===== src/rtl/gfx_pattern_pkg.sv =====
`default_nettype none
// ============================================================================
// Module      : gfx_pattern_pkg
// Description : Shared types and constants for the gfx pattern generator.
//               Holds the pattern select encoding, the colour-bar count and
//               the generator state encoding.
// Revision    : 1.0 - initial release
// ============================================================================
package gfx_pattern_pkg;

    // Test-pattern selection.
    typedef enum logic [1:0] {
        COLOR_BARS = 2'd0,
        CHECKER    = 2'd1,
        GRADIENT   = 2'd2,
        BORDER     = 2'd3
    } pattern_e;

    // Number of vertical colour bars across the visible line.
    localparam int unsigned c_num_bars = 8;

    // Width of the bar index that walks across those bars.
    localparam int unsigned c_bar_bits = $clog2(c_num_bars);

    // Generator sequencing states.
    typedef enum logic [0:0] {
        ST_IDLE = 1'b0,
        ST_RUN  = 1'b1
    } gen_state_e;

endpackage : gfx_pattern_pkg
`default_nettype wire


===== src/rtl/gfx_pattern_if.sv =====
`default_nettype none
// ============================================================================
// Module      : gfx_pattern_if
// Description : Valid/ready pixel-write bus from the pattern generator to a
//               downstream gfx/VGA stage. Coordinates and pixel are held
//               stable by the master while valid is high and ready is low.
// Revision    : 1.0 - initial release
// ============================================================================
interface gfx_pattern_if #(
    parameter int H_WIDTH     = 12,
    parameter int V_WIDTH     = 12,
    parameter int COLOR_WIDTH = 4
);

    logic                       valid;
    logic                       ready;
    logic [H_WIDTH-1:0]         x;
    logic [V_WIDTH-1:0]         y;
    logic [3*COLOR_WIDTH-1:0]   pixel;

    modport master (
        output valid,
        output x,
        output y,
        output pixel,
        input  ready
    );

    modport slave (
        input  valid,
        input  x,
        input  y,
        input  pixel,
        output ready
    );

endinterface : gfx_pattern_if
`default_nettype wire


===== src/rtl/gfx_pattern_color.sv =====
`default_nettype none
// ============================================================================
// Module      : gfx_pattern_color
// Description : Purely combinational mapping from pixel coordinate, bar
//               index and latched pattern to a packed {red,grn,blu} pixel.
// Revision    : 1.0 - initial release
// ============================================================================
module gfx_pattern_color
    import gfx_pattern_pkg::*;
#(
    parameter int H_VISIBLE   = 640,
    parameter int V_VISIBLE   = 480,
    parameter int COLOR_WIDTH = 4,
    parameter int H_WIDTH     = 12,
    parameter int V_WIDTH     = 12
) (
    input  pattern_e                   pattern,
    input  logic [H_WIDTH-1:0]         x,
    input  logic [V_WIDTH-1:0]         y,
    input  logic [c_bar_bits-1:0]      bar_idx,
    output logic [3*COLOR_WIDTH-1:0]   pixel
);

    localparam logic [H_WIDTH-1:0] c_x_last = H_WIDTH'(H_VISIBLE - 1);
    localparam logic [V_WIDTH-1:0] c_y_last = V_WIDTH'(V_VISIBLE - 1);

    // Select the colour for the current coordinate under the active pattern.
    always_comb begin
        pixel = '0;
        case (pattern)
            COLOR_BARS: pixel = {{COLOR_WIDTH{bar_idx[2]}},
                                 {COLOR_WIDTH{bar_idx[1]}},
                                 {COLOR_WIDTH{bar_idx[0]}}};
            CHECKER:    pixel = (x[3] ^ y[3]) ? '1 : '0;
            GRADIENT:   pixel = {x[COLOR_WIDTH-1:0], y[COLOR_WIDTH-1:0],
                                 {COLOR_WIDTH{1'b0}}};
            BORDER:     pixel = ((x == '0) || (x == c_x_last) ||
                                 (y == '0) || (y == c_y_last)) ? '1 : '0;
            default:    pixel = '0;
        endcase
    end

endmodule : gfx_pattern_color
`default_nettype wire


===== src/rtl/gfx_pattern_gen.sv =====
`default_nettype none
// ============================================================================
// Module      : gfx_pattern_gen
// Description : Test-pattern frame generator. Walks x/y over the visible
//               area, emitting one pixel per valid/ready transfer. Frames are
//               started by 'start' and repeat while 'continuous' is high.
//               Optional completed-frame counter enabled by defining
//               GFX_PATTERN_GEN_FRAME_CNT_EN; otherwise frame_cnt reads 0.
// Revision    : 1.0 - initial release
// ============================================================================
module gfx_pattern_gen
    import gfx_pattern_pkg::*;
#(
    parameter int H_VISIBLE   = 640,
    parameter int V_VISIBLE   = 480,
    parameter int COLOR_WIDTH = 4,
    parameter int H_WIDTH     = 12,
    parameter int V_WIDTH     = 12
) (
    input  logic                 clk,
    input  logic                 rst_n,
    input  logic                 start,
    input  logic                 continuous,
    input  pattern_e             pattern,
    gfx_pattern_if.master        m_gfx,
    output logic                 busy,
    output logic                 frame_done,
    output logic [15:0]          frame_cnt
);

    localparam logic [H_WIDTH-1:0]    c_x_last   = H_WIDTH'(H_VISIBLE - 1);
    localparam logic [V_WIDTH-1:0]    c_y_last   = V_WIDTH'(V_VISIBLE - 1);
    // Bar width is a compile-time constant, so no divider is built.
    localparam logic [H_WIDTH-1:0]    c_bar_last = H_WIDTH'(H_VISIBLE / c_num_bars - 1);
    localparam logic [c_bar_bits-1:0] c_bar_one  = c_bar_bits'(1);

    gen_state_e                  r_state;
    gen_state_e                  w_state_nxt;
    logic [H_WIDTH-1:0]          r_x;
    logic [V_WIDTH-1:0]          r_y;
    logic [H_WIDTH-1:0]          r_bar_cnt;
    logic [c_bar_bits-1:0]       r_bar_idx;
    pattern_e                    r_pat;
    logic [3*COLOR_WIDTH-1:0]    w_color;
    logic                        w_run;
    logic                        w_xfer;
    logic                        w_last_xfer;

    assign w_run       = (r_state == ST_RUN);
    assign w_xfer      = w_run && m_gfx.ready;
    assign w_last_xfer = w_xfer && (r_x == c_x_last) && (r_y == c_y_last);

    // State register.
    always_ff @(posedge clk or negedge rst_n) begin
        if (!rst_n) r_state <= ST_IDLE;
        else        r_state <= w_state_nxt;
    end

    // Next state: start leaves IDLE; the last-pixel handshake ends the run
    // unless continuous is high at that moment.
    always_comb begin
        w_state_nxt = r_state;
        case (r_state)
            ST_IDLE: if (start) w_state_nxt = ST_RUN;
            ST_RUN:  if (w_last_xfer && !continuous) w_state_nxt = ST_IDLE;
            default: w_state_nxt = ST_IDLE;
        endcase
    end

    // Coordinate, bar tracking and pattern latch; all advance only on a
    // transfer so outputs stay frozen under backpressure.
    always_ff @(posedge clk or negedge rst_n) begin
        if (!rst_n) begin
            r_x       <= '0;
            r_y       <= '0;
            r_bar_cnt <= '0;
            r_bar_idx <= '0;
            r_pat     <= COLOR_BARS;
        end else if (!w_run) begin
            if (start) begin
                r_x       <= '0;
                r_y       <= '0;
                r_bar_cnt <= '0;
                r_bar_idx <= '0;
                r_pat     <= pattern;
            end
        end else if (w_xfer) begin
            if (r_x == c_x_last) begin
                r_x       <= '0;
                r_bar_cnt <= '0;
                r_bar_idx <= '0;
                if (r_y == c_y_last) begin
                    r_y   <= '0;
                    r_pat <= pattern;
                end else begin
                    r_y   <= r_y + V_WIDTH'(1);
                end
            end else begin
                r_x <= r_x + H_WIDTH'(1);
                if (r_bar_cnt == c_bar_last) begin
                    r_bar_cnt <= '0;
                    r_bar_idx <= r_bar_idx + c_bar_one;
                end else begin
                    r_bar_cnt <= r_bar_cnt + H_WIDTH'(1);
                end
            end
        end
    end

    gfx_pattern_color #(
        .H_VISIBLE   (H_VISIBLE),
        .V_VISIBLE   (V_VISIBLE),
        .COLOR_WIDTH (COLOR_WIDTH),
        .H_WIDTH     (H_WIDTH),
        .V_WIDTH     (V_WIDTH)
    ) u_color (
        .pattern (r_pat),
        .x       (r_x),
        .y       (r_y),
        .bar_idx (r_bar_idx),
        .pixel   (w_color)
    );

    // Pixel is forced to zero outside RUN so reset and idle present black.
    assign m_gfx.valid = w_run;
    assign m_gfx.x     = r_x;
    assign m_gfx.y     = r_y;
    assign m_gfx.pixel = w_run ? w_color : '0;
    assign busy        = w_run;
    assign frame_done  = w_last_xfer;

`ifdef GFX_PATTERN_GEN_FRAME_CNT_EN
    logic [15:0] r_frame_cnt;

    // Completed-frame counter, wraps naturally at 16 bits.
    always_ff @(posedge clk or negedge rst_n) begin
        if (!rst_n)           r_frame_cnt <= '0;
        else if (w_last_xfer) r_frame_cnt <= r_frame_cnt + 16'd1;
    end

    assign frame_cnt = r_frame_cnt;
`else
    assign frame_cnt = '0;
`endif

endmodule : gfx_pattern_gen
`default_nettype wire


===== src/flat_wrapper.sv =====
// flat-port wrapper written by rule: the top's interface ports become plain ports
module gfx_pattern_gen_flat import gfx_pattern_pkg::*;
#(
    parameter int H_VISIBLE   = 640,
    parameter int V_VISIBLE   = 480,
    parameter int COLOR_WIDTH = 4,
    parameter int H_WIDTH     = 12,
    parameter int V_WIDTH     = 12
)
  (clk, rst_n, start, continuous, pattern, busy, frame_done, frame_cnt, m_gfx_valid, m_gfx_x, m_gfx_y, m_gfx_pixel, m_gfx_ready);
  gfx_pattern_if #(.H_WIDTH(H_WIDTH), .V_WIDTH(V_WIDTH), .COLOR_WIDTH(COLOR_WIDTH)) m_gfx_i ();
  input  logic clk;
  input  logic rst_n;
  input  logic start;
  input  logic continuous;
  input  pattern_e pattern;
  output logic busy;
  output logic frame_done;
  output logic [15:0] frame_cnt;
  output wire logic [$bits(m_gfx_i.valid)-1:0] m_gfx_valid;
  output wire logic [$bits(m_gfx_i.x)-1:0] m_gfx_x;
  output wire logic [$bits(m_gfx_i.y)-1:0] m_gfx_y;
  output wire logic [$bits(m_gfx_i.pixel)-1:0] m_gfx_pixel;
  input wire logic [$bits(m_gfx_i.ready)-1:0] m_gfx_ready;
  assign m_gfx_valid = m_gfx_i.valid;
  assign m_gfx_x = m_gfx_i.x;
  assign m_gfx_y = m_gfx_i.y;
  assign m_gfx_pixel = m_gfx_i.pixel;
  assign m_gfx_i.ready = m_gfx_ready;
  gfx_pattern_gen #(.H_VISIBLE(H_VISIBLE), .V_VISIBLE(V_VISIBLE), .COLOR_WIDTH(COLOR_WIDTH), .H_WIDTH(H_WIDTH), .V_WIDTH(V_WIDTH)) u_core (.clk(clk), .rst_n(rst_n), .start(start), .continuous(continuous), .pattern(pattern), .m_gfx(m_gfx_i), .busy(busy), .frame_done(frame_done), .frame_cnt(frame_cnt));
endmodule

===== config.mk =====
export PLATFORM = sky130hd
export DESIGN_NAME = gfx_pattern_gen_flat
export DESIGN_NICKNAME = d
export VERILOG_FILES = /design/src/rtl/gfx_pattern_pkg.sv /design/src/rtl/gfx_pattern_if.sv /design/src/rtl/gfx_pattern_color.sv /design/src/rtl/gfx_pattern_gen.sv /design/src/flat_wrapper.sv
export SDC_FILE = /design/constraint.sdc
export NUM_CORES = 1
export LEC_CHECK = 0
export ABC_AREA = 1
export CORE_MARGIN = 4
export CORE_UTILIZATION = 51
export DETAILED_ROUTE_END_ITERATION = 8
export GPL_TIMING_DRIVEN = 0
export HOLD_SLACK_MARGIN = 0.02
export PLACE_DENSITY = 0.85
export SLEW_MARGIN = 30
export SYNTH_ARGS = -nofsm -noshare
export SYNTH_HDL_FRONTEND = slang
export SYNTH_HIERARCHICAL = 1
export SYNTH_SLANG_ARGS = --single-unit

===== constraint.sdc =====
create_clock -name clk -period 2.5 [get_ports clk]
set_input_delay 0.75 -clock clk [delete_from_list [all_inputs] [get_ports clk]]
set_output_delay 0.75 -clock clk [all_outputs]
set_load 0.005 [all_outputs]

==> qor.yml, run 1 <==
grt:
  met2_usage_pct: 45.07
  grt_pass1_vias: 3327
  grt_util_met1_pct: 31.64
  grt_overflow: 0
  grt_util_all_layers_pct: 25.92
  top_usage_layer: "met2"
  met3_usage_pct: 4.825
  antenna_found_initial: 0
  grt_pass1_wl_mm: 15.52
  grt_max_degree: 28
cts:
  htree_levels: 2
  clockRootBuffer: "clkbuf_8"
  clk_pin_slew_worst_paths_ps: 80
  numCtsBuffers: 5
  clk_latency_ps: 290
  cts_hold_buf: 0
  clock_sinks: 42
  clockBufferDepth: 2
  cts_tree: "built"
die:
  die_h_um: 87.03
  die_w_um: 87.03
  dieArea_mm2: 0.007574
  rows: 28
  start_util_pct: 53.17
  core_mm2: 0.005991
  io_pins: 62
yosys:
  synthArstFlopShare_pct: 100.0
  synthDistinctLibCells: 37
  avgSynthCellArea_um2: 6.692
  synth.most_common_cell: "nand2_1"
  ys_seq_area_share_pct: 32.99
  synth_area_leaders: "dfrtp_1, nand2_1, nor2_1"
  ys_seq_elements: 42
  synth_area_mm2: 0.003186
  synth_cells: 476
  synth_commonest_cells: "nand2_1, nor2_1, inv_1"
  synth_top_area_cell: "dfrtp_1"
  ys_warn_count: 6
  synthFlopType: "dfrtp_1"
  synth_edf_count: 0
  synth_top_area_share_pct: 32.99
setup_path:
  slowest_delay_ps: 460
  critical_path_class: "register to primary output"
  worst-path-stages: 11
  r2r-start: "u_core/m_gfx.y[1]"
  end_kind: "primary output"
  reg2reg_depth: 10
  critPathArrivalTime_ps: 1900
  r2r-end: "u_core/r_pat[1]"
  cp_max_fo: 6
  crit_family: "simple AND/OR/NAND/NOR gates"
  worstPathCellList: "nand2_1, nor2_1, nand3_1, nand2_2, o21ai_4, nand3_2, buf_6, buf_6, nand2_2, inv_1, buf_2"
  start_kind: "register"
  r2r_setup_slack_ps: 700
  critPathBufInv: 4
  cp.required_ps: 1750
  critPathSlowestCell: "dfrtp_2"
final_layout:
  layout.nets: 605
  design_area_mm2: 0.004357
  insertedDiodeCount: 0
  drive_above_1_share_pct: 29.12
  area_growth_pct: 36.76
route:
  drc: 0
  firstDrtPassIters: 5
  antenna_left: 0
  drt_iter0_markers: 265
  via_per_inst: 5.378
  wl_per_cell_um: 14.85
  num_vias: 3598
  wl_mm: 9.936
sta:
  fin_setup_tns_ps: -1031
  min_period_over_period_pct: 105.8
  hold_viol: 0
  slew_violations: 0
  finalCriticalPeriod_ps: 2646
  setup_violations: 13
  rsz0062_at_grt: "true"
  layout_setup_ws_ps: -146.0
  fmax_ghz: 0.3779
  skew_ps: 10.04
power_and_ir_drop:
  power_leakage_uw: 0.002225
  peakVddDrop_v: 0.0005808
  p_per_area_mw_per_mm2: 661.6
place:
  gp_congestion: 0.9080
  dp_slack_ps: -416.8
  hpwl_mm: 5.900
  dpl_cell_area_mm2: 0.003801
  port_buffers: 45
run_status:
  violations: "negative setup slack"
  status: "complete, but fails checks"
min_path:
  hold_class: "input port to asynchronous set/reset pin"
flow_run:
  cap_violations: 0
placed cells by master (no fill, tap or decap), types with 2 or more instances in the layout:
master           count
nor3_1               2
o21ai_0              5
nand3_2              3
nor2_2               7
nand3_4              2
ha_4                 2
inv_1               56
xor2_1              10
o21ai_1              6
buf_4               60
conb_1              16
clkdlybuf4s50_1     31
nand3_1             28
a21oi_1              4
inv_2                7
clkbuf_8             5
nor3_2               2
nor2_4               2
clkbuf_1             3
dfrtp_2             21
nand2_1            139
o21ai_2              8
nand2_4              4
nand4_1             22
dfrtp_1             21
buf_6               16
nor2_1              68
buf_2               14
nand2_2             13
ha_1                 2
logic make-up (layout without fill, tap and decap cells):
kind of cell / Yosys count / in the layout / share of synthesized area, %
AOI/OAI and AO/OA: 28 / 29 / 5.813
other: 1 / 16 / 0.1177
and+or+nand+nor: 299 / 299 / 42.18
buffers and inverters: 92 / 194 / 14.57
xor gates and xnor gates: 10 / 10 / 2.749
DFF: 42 / 42 / 32.99
adders and majority gates: 4 / 4 / 1.571
final cells by class:
class / instances / area [µm²]
buffer: 29 / 239.0
clock buffer: 7 / 76.32
fill: 438 / 1634
inverter: 63 / 236.5
multi-input combinational: 358 / 1833
sequential: 42 / 1077
tap: 75 / 93.84
timing repair buffer: 95 / 800.8
worst max path at each step:
stage	from	end	slack, ps
3_5_place_dp	u_core/m_gfx.y[0]	frame_done	-420
6_report	u_core/m_gfx.x[1]	m_gfx_pixel[2]	-150
2_1_floorplan	u_core/m_gfx.x[3]	m_gfx_pixel[1]	350
5_1_grt	u_core/m_gfx.x[1]	m_gfx_pixel[3]	-260
3_3_place_gp	rst_n	u_core/r_bar_cnt[5]	-460
4_1_cts	u_core/m_gfx.x[7]	m_gfx_pixel[1]	-80
metrics by stage:
step | hold slack, ps | instances | util, % | total power (µW)
2_1_floorplan | 454.4 | 491 | - | 1584
3_3_place_gp | 491.7 | 611 | 63.20 | 2039
3_5_place_dp | 514.8 | 612 | 63.45 | 2085
4_1_cts | 382.0 | 662 | 71.07 | 2729
5_1_grt | 396.6 | 669 | 72.72 | 3059
6_report | 372.5 | 669 | 72.72 | 2883
flip-flops by register name, indices dropped and copies added (netlist names):
signal / count
u_core/m_gfx.x: 12
u_core/m_gfx.y: 12
u_core/r_bar_cnt: 12
u_core/r_bar_idx: 3
u_core/r_pat: 2
u_core/busy: 1
routing by layer:
metal  part of all wire (%)  vias up  wire [µm]
met5                      0        -          0
met4                    3.8        0        374
met3                     10       46       1027
met2                     49      236       4887
met1                     37     1622       3647
li1                       -     1694          -
power breakdown:
| part | internal [µW] | switching [µW] |
|---|---|---|
| clock network | 193 | 225 |
| logic | 735 | 748 |
| registers | 812 | 170 |
| total | 1740 | 1140 |
timing repair:
action                     in CTS  in global routing
resized for setup              94                 18
buffers inserted               42                  7
setup endpoints to repair      13                 13
cloned                          1                  0
pin swaps                      16                 18
No activity file was read; power rests on OpenSTA's default activity.
==> run 2: changes to the inputs <==
- CORE_MARGIN: 4 -> unset
- SKIP_LAST_GASP: unset -> 1
- SLEW_MARGIN: 30 -> 25
==> qor.yml, run 2 (synthesis results as in run 1) <==
cts:
  clockBufferDepth: 2
  numCtsBuffers: 5
  clockRootBuffer: "clkbuf_8"
  clock_sinks: 42
  htree_levels: 2
  clk_pin_slew_worst_paths_ps: 80
  cts_hold_buf: 0
  cts_tree: "built"
  clk_latency_ps: 300
final_layout:
  mostFrequentLayoutCells: "nand2_1, nor2_1, buf_4, inv_1, clkdlybuf4s50_1"
  design_area_mm2: 0.004302
  insertedDiodeCount: 0
  area_growth_pct: 35.04
  drive_above_1_share_pct: 28.23
  layout.nets: 598
  fin_cells: 663
  final_common_cell: "nand2_1"
route:
  drt_iter0_markers: 224
  drc: 0
  num_vias: 3486
  antenna_left: 0
  wl_mm: 8.991
  firstDrtPassIters: 7
  via_per_inst: 5.258
  wl_per_cell_um: 13.56
grt:
  grt_pass1_wl_mm: 14.46
  grt_pass1_vias: 3178
  antenna_found_initial: 0
  grt_overflow: 0
  grt_max_degree: 31
  grt_util_all_layers_pct: 28.85
run_status:
  violations: "negative setup slack"
  status: "complete, but fails checks"
die:
  core_mm2: 0.005956
  rows: 28
  die_h_um: 81.03
  dieArea_mm2: 0.006566
  die_w_um: 81.03
  io_pins: 62
  start_util_pct: 53.49
sta:
  layout_setup_ws_ps: -80.45
  fmax_ghz: 0.3875
  skew_ps: 10.17
  min_period_over_period_pct: 103.2
  tightest_slew_ps: 544.9
  finalCriticalPeriod_ps: 2580
  setup_violations: 11
  hold_viol: 0
  slew_violations: 0
  slew_headroom_pct: 63.54
  fin_setup_tns_ps: -713.8
  rsz0062_at_grt: "true"
setup_path:
  r2r-end: "u_core/r_pat[1]"
  critPathArrivalTime_ps: 1830
  start_kind: "register"
  reg2reg_depth: 11
  cp_max_fo: 5
  critical_path_class: "register to primary output"
  r2r-start: "u_core/m_gfx.y[3]"
  cp.required_ps: 1750
  end_kind: "primary output"
  r2r_setup_slack_ps: 670
min_path:
  hold_class: "input port to asynchronous set/reset pin"
place:
  dpl_cell_area_mm2: 0.003801
  hpwl_mm: 5.672
  gp_congestion: 0.8737
  dp_cells: 612
  port_buffers: 45
power_and_ir_drop:
  power_leakage_uw: 0.002196
  p_per_area_mw_per_mm2: 674.3
  peakVddDrop_v: 0.0004477
flow_run:
  cap_violations: 0
## run 2: cell count changes in the layout (fill, tap and decap cells not counted), sizes merged
| cell | before | now |
|---|---|---|
| buf | 91 | 85 |
| clkbuf | 9 | 7 |
| bufinv | 0 | 1 |
| clkinv | 0 | 2 |
| o21ai | 20 | 19 |
## run 2: worst max-delay path: stages (launching register included)
cell and delay [ps]:
dfrtp_2 440, buf_6 130, nand2_2 50, nor2_1 40
nand3_1 90, nand2_2 80, o21ai_4 240, nand3_4 140
buf_6 140, nand2_2 60, inv_2 40, buf_6 100
## run 2: cell type report
| type | instances | area (µm²) |
|---|---|---|
| multi-input combinational | 357 | 1793 |
| fill | 460 | 1654 |
| sequential | 42 | 1077 |
| timing repair buffer | 90 | 764.5 |
| inverter | 63 | 236.5 |
| buffer | 28 | 227.7 |
| tap | 75 | 93.84 |
| clock buffer | 5 | 68.82 |
| clock inverter | 3 | 40.04 |
## run 2: routing by layer
metal / track usage, % / vias to the layer above / share of wire [%]
met4: 11.43 / 0 / 2.6
met5: 0 / - / 0
met3: 4.719 / 27 / 8.2
met2: 50.17 / 161 / 49
li1: - / 1678 / -
met1: 35.42 / 1620 / 40
## run 2: how the worst max path moves through the flow
stage	from	to	slack (ps)	depth (start not counted)
finish	u_core/m_gfx.y[3]	m_gfx_pixel[2]	-80	11
global route	u_core/m_gfx.x[0]	frame_done	-220	9
CTS	u_core/m_gfx.y[3]	m_gfx_pixel[2]	-30	11
detailed placement	u_core/m_gfx.y[0]	frame_done	-370	6
global placement	rst_n	u_core/r_bar_cnt[6]	-460	1
floorplan	u_core/m_gfx.x[3]	m_gfx_pixel[1]	350	5
## run 2: metrics by stage
stage	utilization, %	setup WS (ps)	total power, µW	hold slack, ps
after floorplan	-	352.7	1584	454.4
after global placement	63.57	-460.7	2030	492.0
after detailed placement	63.82	-366.7	2076	501.7
after CTS	71.37	-34.52	2815	351.8
after global routing	72.23	-221.7	3098	353.1
final	72.23	-80.45	2901	345.6
## run 2: power breakdown
| part | internal (µW) | leakage [µW] | total [µW] | switching (µW) |
|---|---|---|---|---|
| Sequential | 811 | 0.000528 | 961 | 150 |
| Combinational | 695 | 0.00161 | 1400 | 707 |
| Clock | 294 | 0.0000579 | 537 | 243 |
| Total | 1800 | 0.00220 | 2900 | 1100 |
## run 2: timing repair
item	4_1_cts	5_1_grt
buffers inserted	42	2
pin swaps	15	6
endpoints found under the setup margin	13	13
resized for setup	90	14
==> run 3: changes to the inputs <==
- CTS_CLUSTER_SIZE: unset -> 10
==> results of run 3 <==
Same layout as run 2: the final DEF is identical, and so are final timing and power.
